File: config.mk
export PLATFORM = sky130hd
export DESIGN_NAME = multi_colour_bbox_tracker
export DESIGN_NICKNAME = d
export VERILOG_FILES = /design/src/rtl/multi_colour_bbox_tracker.sv
export SDC_FILE = /design/constraint.sdc
export NUM_CORES = 2
export LEC_CHECK = 0
export CAP_MARGIN = 30
export CELL_PAD_IN_SITES_DETAIL_PLACEMENT = 1
export CELL_PAD_IN_SITES_GLOBAL_PLACEMENT = 1
export CORE_AREA = 2 2 285 287
export CTS_CLUSTER_DIAMETER = 120
export DETAILED_ROUTE_END_ITERATION = 6
export DIE_AREA = 0 0 287 289
export GPL_ROUTABILITY_DRIVEN = 0
export PLACE_DENSITY = 0.84
export SETUP_SLACK_MARGIN = 0.3
export SYNTH_ARGS = -nofsm -noshare
export SYNTH_HDL_FRONTEND = slang
export SYNTH_SLANG_ARGS = --single-unit
File: constraint.sdc
create_clock -name clk -period 85.2 [get_ports clk]
set_clock_uncertainty 0.15 [all_clocks]
set_input_delay 12.78 -clock clk [delete_from_list [all_inputs] [get_ports clk]]
set_output_delay 12.78 -clock clk [all_outputs]
set_load 0.02 [all_outputs]
File: src/rtl/multi_colour_bbox_tracker.sv
// Per-colour bounding-box and pixel-count tracker over a classified pixel stream.
// Periodically emits a framed valid/ready report of the channels with enough pixels.
module multi_colour_bbox_tracker #(
  parameter int unsigned IMAGE_W      = 640,
  parameter int unsigned IMAGE_H      = 480,
  parameter int unsigned N_COLOURS    = 4,
  parameter int unsigned CLASS_W      = 4,
  parameter int unsigned COORD_W      = 11,
  parameter int unsigned CNT_W        = 20,
  parameter int unsigned MSG_INTERVAL = 6,
  parameter int unsigned MIN_PIXELS   = 16
) (
  input  logic               clk,
  input  logic               reset,
  input  logic               pix_valid,
  input  logic               pix_sop,
  input  logic               pix_eop,
  input  logic               pix_video,
  input  logic [CLASS_W-1:0] pix_class,
  output logic [31:0]        msg_data,
  output logic               msg_valid,
  input  logic               msg_ready,
  output logic               busy,
  output logic               frame_done,
  output logic               msg_dropped
);

  localparam int unsigned FC_W = (MSG_INTERVAL > 1) ? $clog2(MSG_INTERVAL) : 1;

  typedef enum logic [2:0] {S_IDLE, S_SCAN, S_HDR, S_TL, S_BR, S_CNT, S_END} state_e;

  logic [COORD_W-1:0] x_q, y_q;
  logic               video_q;

  logic [COORD_W-1:0] xmin_q [N_COLOURS], xmin_d [N_COLOURS];
  logic [COORD_W-1:0] ymin_q [N_COLOURS], ymin_d [N_COLOURS];
  logic [COORD_W-1:0] xmax_q [N_COLOURS], xmax_d [N_COLOURS];
  logic [COORD_W-1:0] ymax_q [N_COLOURS], ymax_d [N_COLOURS];
  logic [CNT_W-1:0]   cnt_q  [N_COLOURS], cnt_d  [N_COLOURS];

  logic [COORD_W-1:0] sxmin_q [N_COLOURS], symin_q [N_COLOURS];
  logic [COORD_W-1:0] sxmax_q [N_COLOURS], symax_q [N_COLOURS];
  logic [CNT_W-1:0]   scnt_q  [N_COLOURS];

  logic [COORD_W-1:0] pxmin_q [N_COLOURS], pymin_q [N_COLOURS];
  logic [COORD_W-1:0] pxmax_q [N_COLOURS], pymax_q [N_COLOURS];
  logic [CNT_W-1:0]   pcnt_q  [N_COLOURS];
  logic               pend_q;

  logic [FC_W-1:0]    frame_cnt_q;
  logic [15:0]        frame_seq_q;
  state_e             state_q;
  logic [3:0]         ch_q, rep_q;

  logic [COORD_W-1:0] sel_xmin, sel_ymin, sel_xmax, sel_ymax;
  logic [CNT_W-1:0]   sel_cnt;

  logic sop_beat, pix_beat, vid_eop;

  assign sop_beat = pix_valid & pix_sop;
  assign pix_beat = pix_valid & ~pix_sop & video_q;
  assign vid_eop  = pix_beat & pix_eop;
  assign busy     = (state_q != S_IDLE);

  always_comb begin
    for (int unsigned k = 0; k < N_COLOURS; k++) begin
      xmin_d[k] = xmin_q[k];
      ymin_d[k] = ymin_q[k];
      xmax_d[k] = xmax_q[k];
      ymax_d[k] = ymax_q[k];
      cnt_d[k]  = cnt_q[k];
      if (sop_beat) begin
        xmin_d[k] = COORD_W'(IMAGE_W - 1);
        ymin_d[k] = COORD_W'(IMAGE_H - 1);
        xmax_d[k] = '0;
        ymax_d[k] = '0;
        cnt_d[k]  = '0;
      end else if (pix_beat && pix_class == CLASS_W'(k + 1)) begin
        if (x_q < xmin_q[k]) xmin_d[k] = x_q;
        if (y_q < ymin_q[k]) ymin_d[k] = y_q;
        if (x_q > xmax_q[k]) xmax_d[k] = x_q;
        if (y_q > ymax_q[k]) ymax_d[k] = y_q;
        if (cnt_q[k] != '1) cnt_d[k] = cnt_q[k] + CNT_W'(1);
      end
    end
  end

  always_comb begin
    sel_xmin = '0;
    sel_ymin = '0;
    sel_xmax = '0;
    sel_ymax = '0;
    sel_cnt  = '0;
    for (int unsigned k = 0; k < N_COLOURS; k++) begin
      if (ch_q == 4'(k)) begin
        sel_xmin = sxmin_q[k];
        sel_ymin = symin_q[k];
        sel_xmax = sxmax_q[k];
        sel_ymax = symax_q[k];
        sel_cnt  = scnt_q[k];
      end
    end
  end

  always_ff @(posedge clk or posedge reset) begin
    if (reset) begin
      x_q     <= '0;
      y_q     <= '0;
      video_q <= 1'b0;
      for (int unsigned k = 0; k < N_COLOURS; k++) begin
        xmin_q[k] <= '0;
        ymin_q[k] <= '0;
        xmax_q[k] <= '0;
        ymax_q[k] <= '0;
        cnt_q[k]  <= '0;
      end
    end else begin
      if (sop_beat) begin
        x_q     <= '0;
        y_q     <= '0;
        video_q <= pix_video;
      end else if (pix_beat) begin
        if (x_q == COORD_W'(IMAGE_W - 1)) begin
          x_q <= '0;
          y_q <= y_q + COORD_W'(1);
        end else begin
          x_q <= x_q + COORD_W'(1);
        end
      end
      for (int unsigned k = 0; k < N_COLOURS; k++) begin
        xmin_q[k] <= xmin_d[k];
        ymin_q[k] <= ymin_d[k];
        xmax_q[k] <= xmax_d[k];
        ymax_q[k] <= ymax_d[k];
        cnt_q[k]  <= cnt_d[k];
      end
    end
  end

  always_ff @(posedge clk or posedge reset) begin
    if (reset) begin
      for (int unsigned k = 0; k < N_COLOURS; k++) begin
        sxmin_q[k] <= '0;
        symin_q[k] <= '0;
        sxmax_q[k] <= '0;
        symax_q[k] <= '0;
        scnt_q[k]  <= '0;
        pxmin_q[k] <= '0;
        pymin_q[k] <= '0;
        pxmax_q[k] <= '0;
        pymax_q[k] <= '0;
        pcnt_q[k]  <= '0;
      end
      pend_q      <= 1'b0;
      frame_cnt_q <= '0;
      frame_seq_q <= '0;
      state_q     <= S_IDLE;
      ch_q        <= '0;
      rep_q       <= '0;
      msg_data    <= '0;
      msg_valid   <= 1'b0;
      frame_done  <= 1'b0;
      msg_dropped <= 1'b0;
    end else begin
      frame_done  <= vid_eop;
      msg_dropped <= 1'b0;

      // Shadow is frozen while emitting; late snapshots park in the pending slot.
      if (vid_eop) begin
        for (int unsigned k = 0; k < N_COLOURS; k++) begin
          if (state_q == S_IDLE) begin
            sxmin_q[k] <= xmin_d[k];
            symin_q[k] <= ymin_d[k];
            sxmax_q[k] <= xmax_d[k];
            symax_q[k] <= ymax_d[k];
            scnt_q[k]  <= cnt_d[k];
          end else begin
            pxmin_q[k] <= xmin_d[k];
            pymin_q[k] <= ymin_d[k];
            pxmax_q[k] <= xmax_d[k];
            pymax_q[k] <= ymax_d[k];
            pcnt_q[k]  <= cnt_d[k];
          end
        end
        pend_q <= (state_q != S_IDLE);
      end else if (state_q == S_IDLE && pend_q) begin
        for (int unsigned k = 0; k < N_COLOURS; k++) begin
          sxmin_q[k] <= pxmin_q[k];
          symin_q[k] <= pymin_q[k];
          sxmax_q[k] <= pxmax_q[k];
          symax_q[k] <= pymax_q[k];
          scnt_q[k]  <= pcnt_q[k];
        end
        pend_q <= 1'b0;
      end

      if (vid_eop) begin
        if (frame_cnt_q == '0) begin
          frame_cnt_q <= FC_W'(MSG_INTERVAL - 1);
          if (state_q == S_IDLE) frame_seq_q <= frame_seq_q + 16'(1);
          else                   msg_dropped <= 1'b1;
        end else begin
          frame_cnt_q <= frame_cnt_q - FC_W'(1);
        end
      end

      case (state_q)
        S_IDLE: begin
          if (vid_eop && frame_cnt_q == '0) begin
            state_q <= S_SCAN;
            ch_q    <= '0;
            rep_q   <= '0;
          end
        end
        S_SCAN: begin
          if (ch_q == 4'(N_COLOURS)) begin
            state_q   <= S_END;
            msg_valid <= 1'b1;
            msg_data  <= {8'h45, 8'h4F, 8'h46, 4'h0, rep_q};
          end else if (32'(sel_cnt) >= 32'(MIN_PIXELS)) begin
            state_q   <= S_HDR;
            msg_valid <= 1'b1;
            msg_data  <= {8'h42, 4'h0, ch_q, frame_seq_q};
          end else begin
            ch_q <= ch_q + 4'd1;
          end
        end
        S_HDR: if (msg_ready) begin
          state_q  <= S_TL;
          msg_data <= {16'(sel_xmin), 16'(sel_ymin)};
        end
        S_TL: if (msg_ready) begin
          state_q  <= S_BR;
          msg_data <= {16'(sel_xmax), 16'(sel_ymax)};
        end
        S_BR: if (msg_ready) begin
          state_q  <= S_CNT;
          msg_data <= 32'(sel_cnt);
        end
        S_CNT: if (msg_ready) begin
          state_q   <= S_SCAN;
          msg_valid <= 1'b0;
          ch_q      <= ch_q + 4'd1;
          rep_q     <= rep_q + 4'd1;
        end
        S_END: if (msg_ready) begin
          state_q   <= S_IDLE;
          msg_valid <= 1'b0;
        end
        default: state_q <= S_IDLE;
      endcase
    end
  end

endmodule

# Word level (Yosys, flattened, before mapping)
# Cells that the tools add are included.
# W data, S select, Z words.
# word_totals
regBits	857
in_bits	11
word_cells	311
# classes
add_sub_neg	10
n_lt_le_gt_ge	17
eq_ne	30
mux	148
bitwise_logic	6
n_reduce_logical	27
# op_table
op	n
$mux W11	86
$mux W20	20
$mux W44	8
$mux W32	5
$mux W80	2
$pmux W32 S4	1
$gt A11 B11 Y1	8
$lt A11 B11 Y1	8
$add A20 B1 Y20 const B	4
$ne A20 B20 Y1 const B	4
$mux W3	9
$add A11 B1 Y11 const B	2
$pmux W3 S7	1
$ge A20 B5 Y1 const B	1
$mux W4	5
$add A16 B1 Y16 const B	1
$eq A4 B2 Y1 const B	4
$ne A2 B2 Y1 const B	7
$pmux W4 S3	1
$eq A11 B10 Y1 const B	1
$reduce_and A5 Y1	2
$reduce_bool A2 Y1	5
$eq A3 B3 Y1 const B	3
$reduce_and A3 Y1	3
other kinds (21)	47

# Depth between registers and ports, before layout
# depth
ltp_word	9
mapped_depth	12
depth_no_buf	9

# Worst setup path after synthesis
# No wires, ideal clock.
# synth_timing
path_type	input to register
from	input pix_class[2]
to	register pxmax_q[22] (netlist bit)
setup_ns	0.125
arrival_time_ns	14.888
required_time_ns	84.925
setup_slack_ns	70.037
stages	7
path_buffers	1
path_cell_list	or3b_1 or3_1 a2111oi_2 buf_2 mux2_2 and2_1 mux2_2
# synth_rtl
item	line_no	text
start, declared	19	input logic [CLASS_W-1:0] pix_class,
end signal, assigned by index	180	pxmax_q[k] <= xmax_d[k];
end, declared	46	logic [COORD_W-1:0] pxmax_q [N_COLOURS], pymax_q [N_COLOURS];

# Worst setup path after layout
# layout_timing
from	input pix_sop
to	register scnt_q[22] (netlist bit)
# layout_via
elab_chain_len	8
# layout_rtl
item	line_no	text
start, declared	16	input logic pix_sop,
$not A1 Y1	61	assign pix_beat = pix_valid & ~pix_sop & video_q;
$and A1 B1 Y1 (2 in series)	61	
$logic_and A1 B1 Y1	78	end else if (pix_beat && pix_class == CLASS_W'(k + 1)) begin
$mux W20	78	
$mux W20	72	if (sop_beat) begin
$mux W20	171	if (state_q == S_IDLE) begin
$mux W80	169	if (vid_eop) begin
end signal, assigned by index	176	scnt_q[k] <= cnt_d[k];
end signal, assigned by index	192	scnt_q[k] <= pcnt_q[k];
end, declared	43	logic [CNT_W-1:0] scnt_q [N_COLOURS];
# Several ways; a longest one is shown, not always the timed one. The select of a mux whose other input is x is not followed.
# A chain may end at the register's enable or synchronous reset.

==> results.py <==
metrics = {
    "clock_tree": {
        "cts_root_buf": "clkbuf_16",
        "cts_setup_buffers": 0,
        "cts_tree": "yes",
        "cts-buffers-inserted": 93,
        "cts_htree_levels": 3,
        "ctsLongestPathBuffers": 3,
        "cts_resized": 0,
        "clock_latency_ps": 660,
        "cts_sinks": 853,
        "clk_pin_slew_ps": 60,
        "hold_buffers": 0,
    },
    "global_route": {
        "grt_pass1_vias": 37700,
        "grt_max_degree": 202,
        "grt_pass1_wl_mm": 223,
        "grt-ovfl-total": 0,
        "antenna_found_initial": 4,
        "grt_usage": 0.346,
    },
    "critical_path": {
        "ff2ff_path_depth": 11,
        "r2r_slack_ps": 80500,
        "cp_data_arrival_time_ps": 17240,
        "path_class": "in -> reg",
        "required_ps": 85610,
        "r2r-end": "msg_data[15]",
        "crit_fanout": 82,
        "critPathLaunchType": "primary input",
        "endpoint_kind": "register",
        "worstReg2RegStart": "ch_q[1]",
        "worstSetupStartpoint": "pix_sop",
    },
    "hold_path": {
        "hold_end": "pcnt_q[61]",
        "hp-start": "pcnt_q[61]",
        "hold_class": "reg -> reg",
        "whs_path_depth": 2,
    },
    "detailed_routing": {
        "wirelength_mm": 143,
        "wl_per_cell_um": 26.2,
        "avgViaCountPerCell": 6.47,
        "ant_nets": 0,
        "vias": 35300,
        "drt-initial-drc-count": 3091,
        "drc_errors": 0,
        "first_pass_iters": 5,
    },
    "die": {
        "core_mm2": 0.0799,
        "dieArea_mm2": 0.0829,
        "die_x_um": 287,
        "num_io_pins": 47,
        "num_rows": 104,
        "initial_core_util": 0.535,
        "die_h_um": 289,
    },
    "sta": {
        "post-route-min-period_ps": 16830,
        "holdWs_ps": 321,
        "setup_viol": 0,
        "hold_viol_final": 0,
        "maxSlewHeadroom": 0.224,
        "maxClockFrequency_mhz": 59.4,
        "rsz0062_at_grt": "no",
        "max_slew.worst_pin.slew_ps": 1160,
        "period_share": 0.198,
        "slew_violations": 0,
        "tns_ps": 0,
    },
    "finish": {
        "fin_util": 0.595,
        "syn2layout_area_growth_pct": 11.4,
        "drive_above_1_share": 0.0928,
        "final_common_cell": "dfrtp_1",
        "nets": 4502,
        "register_area_mm2": 0.0213,
        "top_regs": "cnt_q: 80 flops, pcnt_q: 80 flops, scnt_q: 80 flops",
        "layout_common_cells": "dfrtp_1, nand2_1, nor2_1, o21ai_0, a21oi_1",
        "multiInputGateArea_mm2": 0.0196,
        "fillers": 8756,
        "stdcell_count": 5447,
    },
    "synth": {
        "ys_seq_elements": 853,
        "netlist_area_mm2": 0.0427,
        "avgSynthCellArea_um2": 9.76,
        "synth_seq_area_share": 0.500,
        "ys_types": 74,
        "synthFlopType": "dfrtp_1",
        "synth_edf_count": 0,
        "netlist_instances": 4378,
        "synthArstFlopShare": 1.00,
        "ys_warn_count": 0,
    },
    "placed_design": {
        "place_inst": 5271,
        "place_hpwl_mm": 87.7,
        "numPortBuffers": 42,
    },
    "flow_run": {
        "maxCapViolations": 0,
    },
    "power": {
        "power.total_mw": 1.23,
        "power.leakage_nw": 22.8,
        "peakVddDrop_mv": 0.0182,
        "power_density_mw_per_mm2": 25.8,
    },
    "status": {
        "status": "finished, final reports clean",
    },
}
## synth_stat cells, types with 14 or more instances
library cell	number	share of area
and2_1	63	0.0092
nor3_1	37	0.0043
o31ai_1	73	0.013
buf_2	24	0.0028
mux2_2	106	0.028
o22ai_1	17	0.0025
a211oi_1	29	0.0051
a22oi_1	14	0.0025
o21ai_0	317	0.037
xor2_1	43	0.0088
nand3_1	181	0.021
nor2_1	372	0.033
inv_1	190	0.017
xnor2_1	48	0.0098
nand4_1	71	0.010
dfrtp_1	853	0.50
and3_1	23	0.0034
clkbuf_1	227	0.020
nand2b_1	23	0.0034
a221oi_1	29	0.0059
a21oi_1	252	0.030
mux2_4	19	0.0067
ha_1	181	0.053
nor4_1	14	0.0021
nor2b_1	23	0.0034
nand2_1	523	0.046
a21o_1	102	0.018
o211ai_1	139	0.024
mux2i_1	179	0.042
buf_1	38	0.0033
## through the flow
step	instance area [µm²]	worst slack (ps)
6_report	47600	68370
5_1_grt	47600	68220
4_1_cts	47500	68470
3_5_place_dp	44200	67830
3_3_place_gp	44100	67640
2_1_floorplan	42700	48300
## power by group
part           internal, mW  total (mW)  switching, mW
sequential            0.465       0.516         0.0510
combinational        0.0938       0.268          0.175
clock                 0.269       0.441          0.173
total                 0.827        1.23          0.398
## final cells by class
cell class,count,share of cell area
multi-input cells,3040,0.412
well taps,1060,0.0279
flip-flops and latches,853,0.449
clock inverters,33,0.0115
inverters,191,0.0153
repair buffers,131,0.0262
diodes,3,0.000158
clock buffers,136,0.0579
## how the worst max path moves through the flow
stage,cells after the start,endpoint
2_1_floorplan,1,ch_q[0]
3_3_place_gp,11,symax_q[13]
3_5_place_dp,11,scnt_q[22]
4_1_cts,11,scnt_q[22]
5_1_grt,11,scnt_q[22]
6_report,11,scnt_q[22]
## metal layers
layer / up-vias / wire, µm / GRT usage
li1: 15200 / - / -
met1: 18300 / 57900 / 0.447
met2: 1327 / 68800 / 0.575
met3: 391 / 9380 / 0.0565
met4: 2 / 6760 / 0.154
met5: - / 9 / 0
## cells by family (layout without fill, tap and decap cells)
logic type,Yosys count,count (layout),share of synthesized area
compound gates,1067,1067,0.158
buf+inv,488,491,0.0446
fa+ha+maj,182,182,0.0533
simple gates,1392,1392,0.149
mux,304,304,0.0766
xor+xnor,91,91,0.0187
other cells,1,7,0.0000878
flops,853,853,0.500
## critical path, cell delays in order
cell             delay, ps
clkdlybuf4s50_1        590
and3b_1                420
nand2_4                210
inv_6                  150
o21ai_4                160
buf_4                  550
buf_4                  830
buf_4                  900
or3_1                  200
o21ai_0                110
a31oi_1                200
Power figures use the tool's default switching activity.
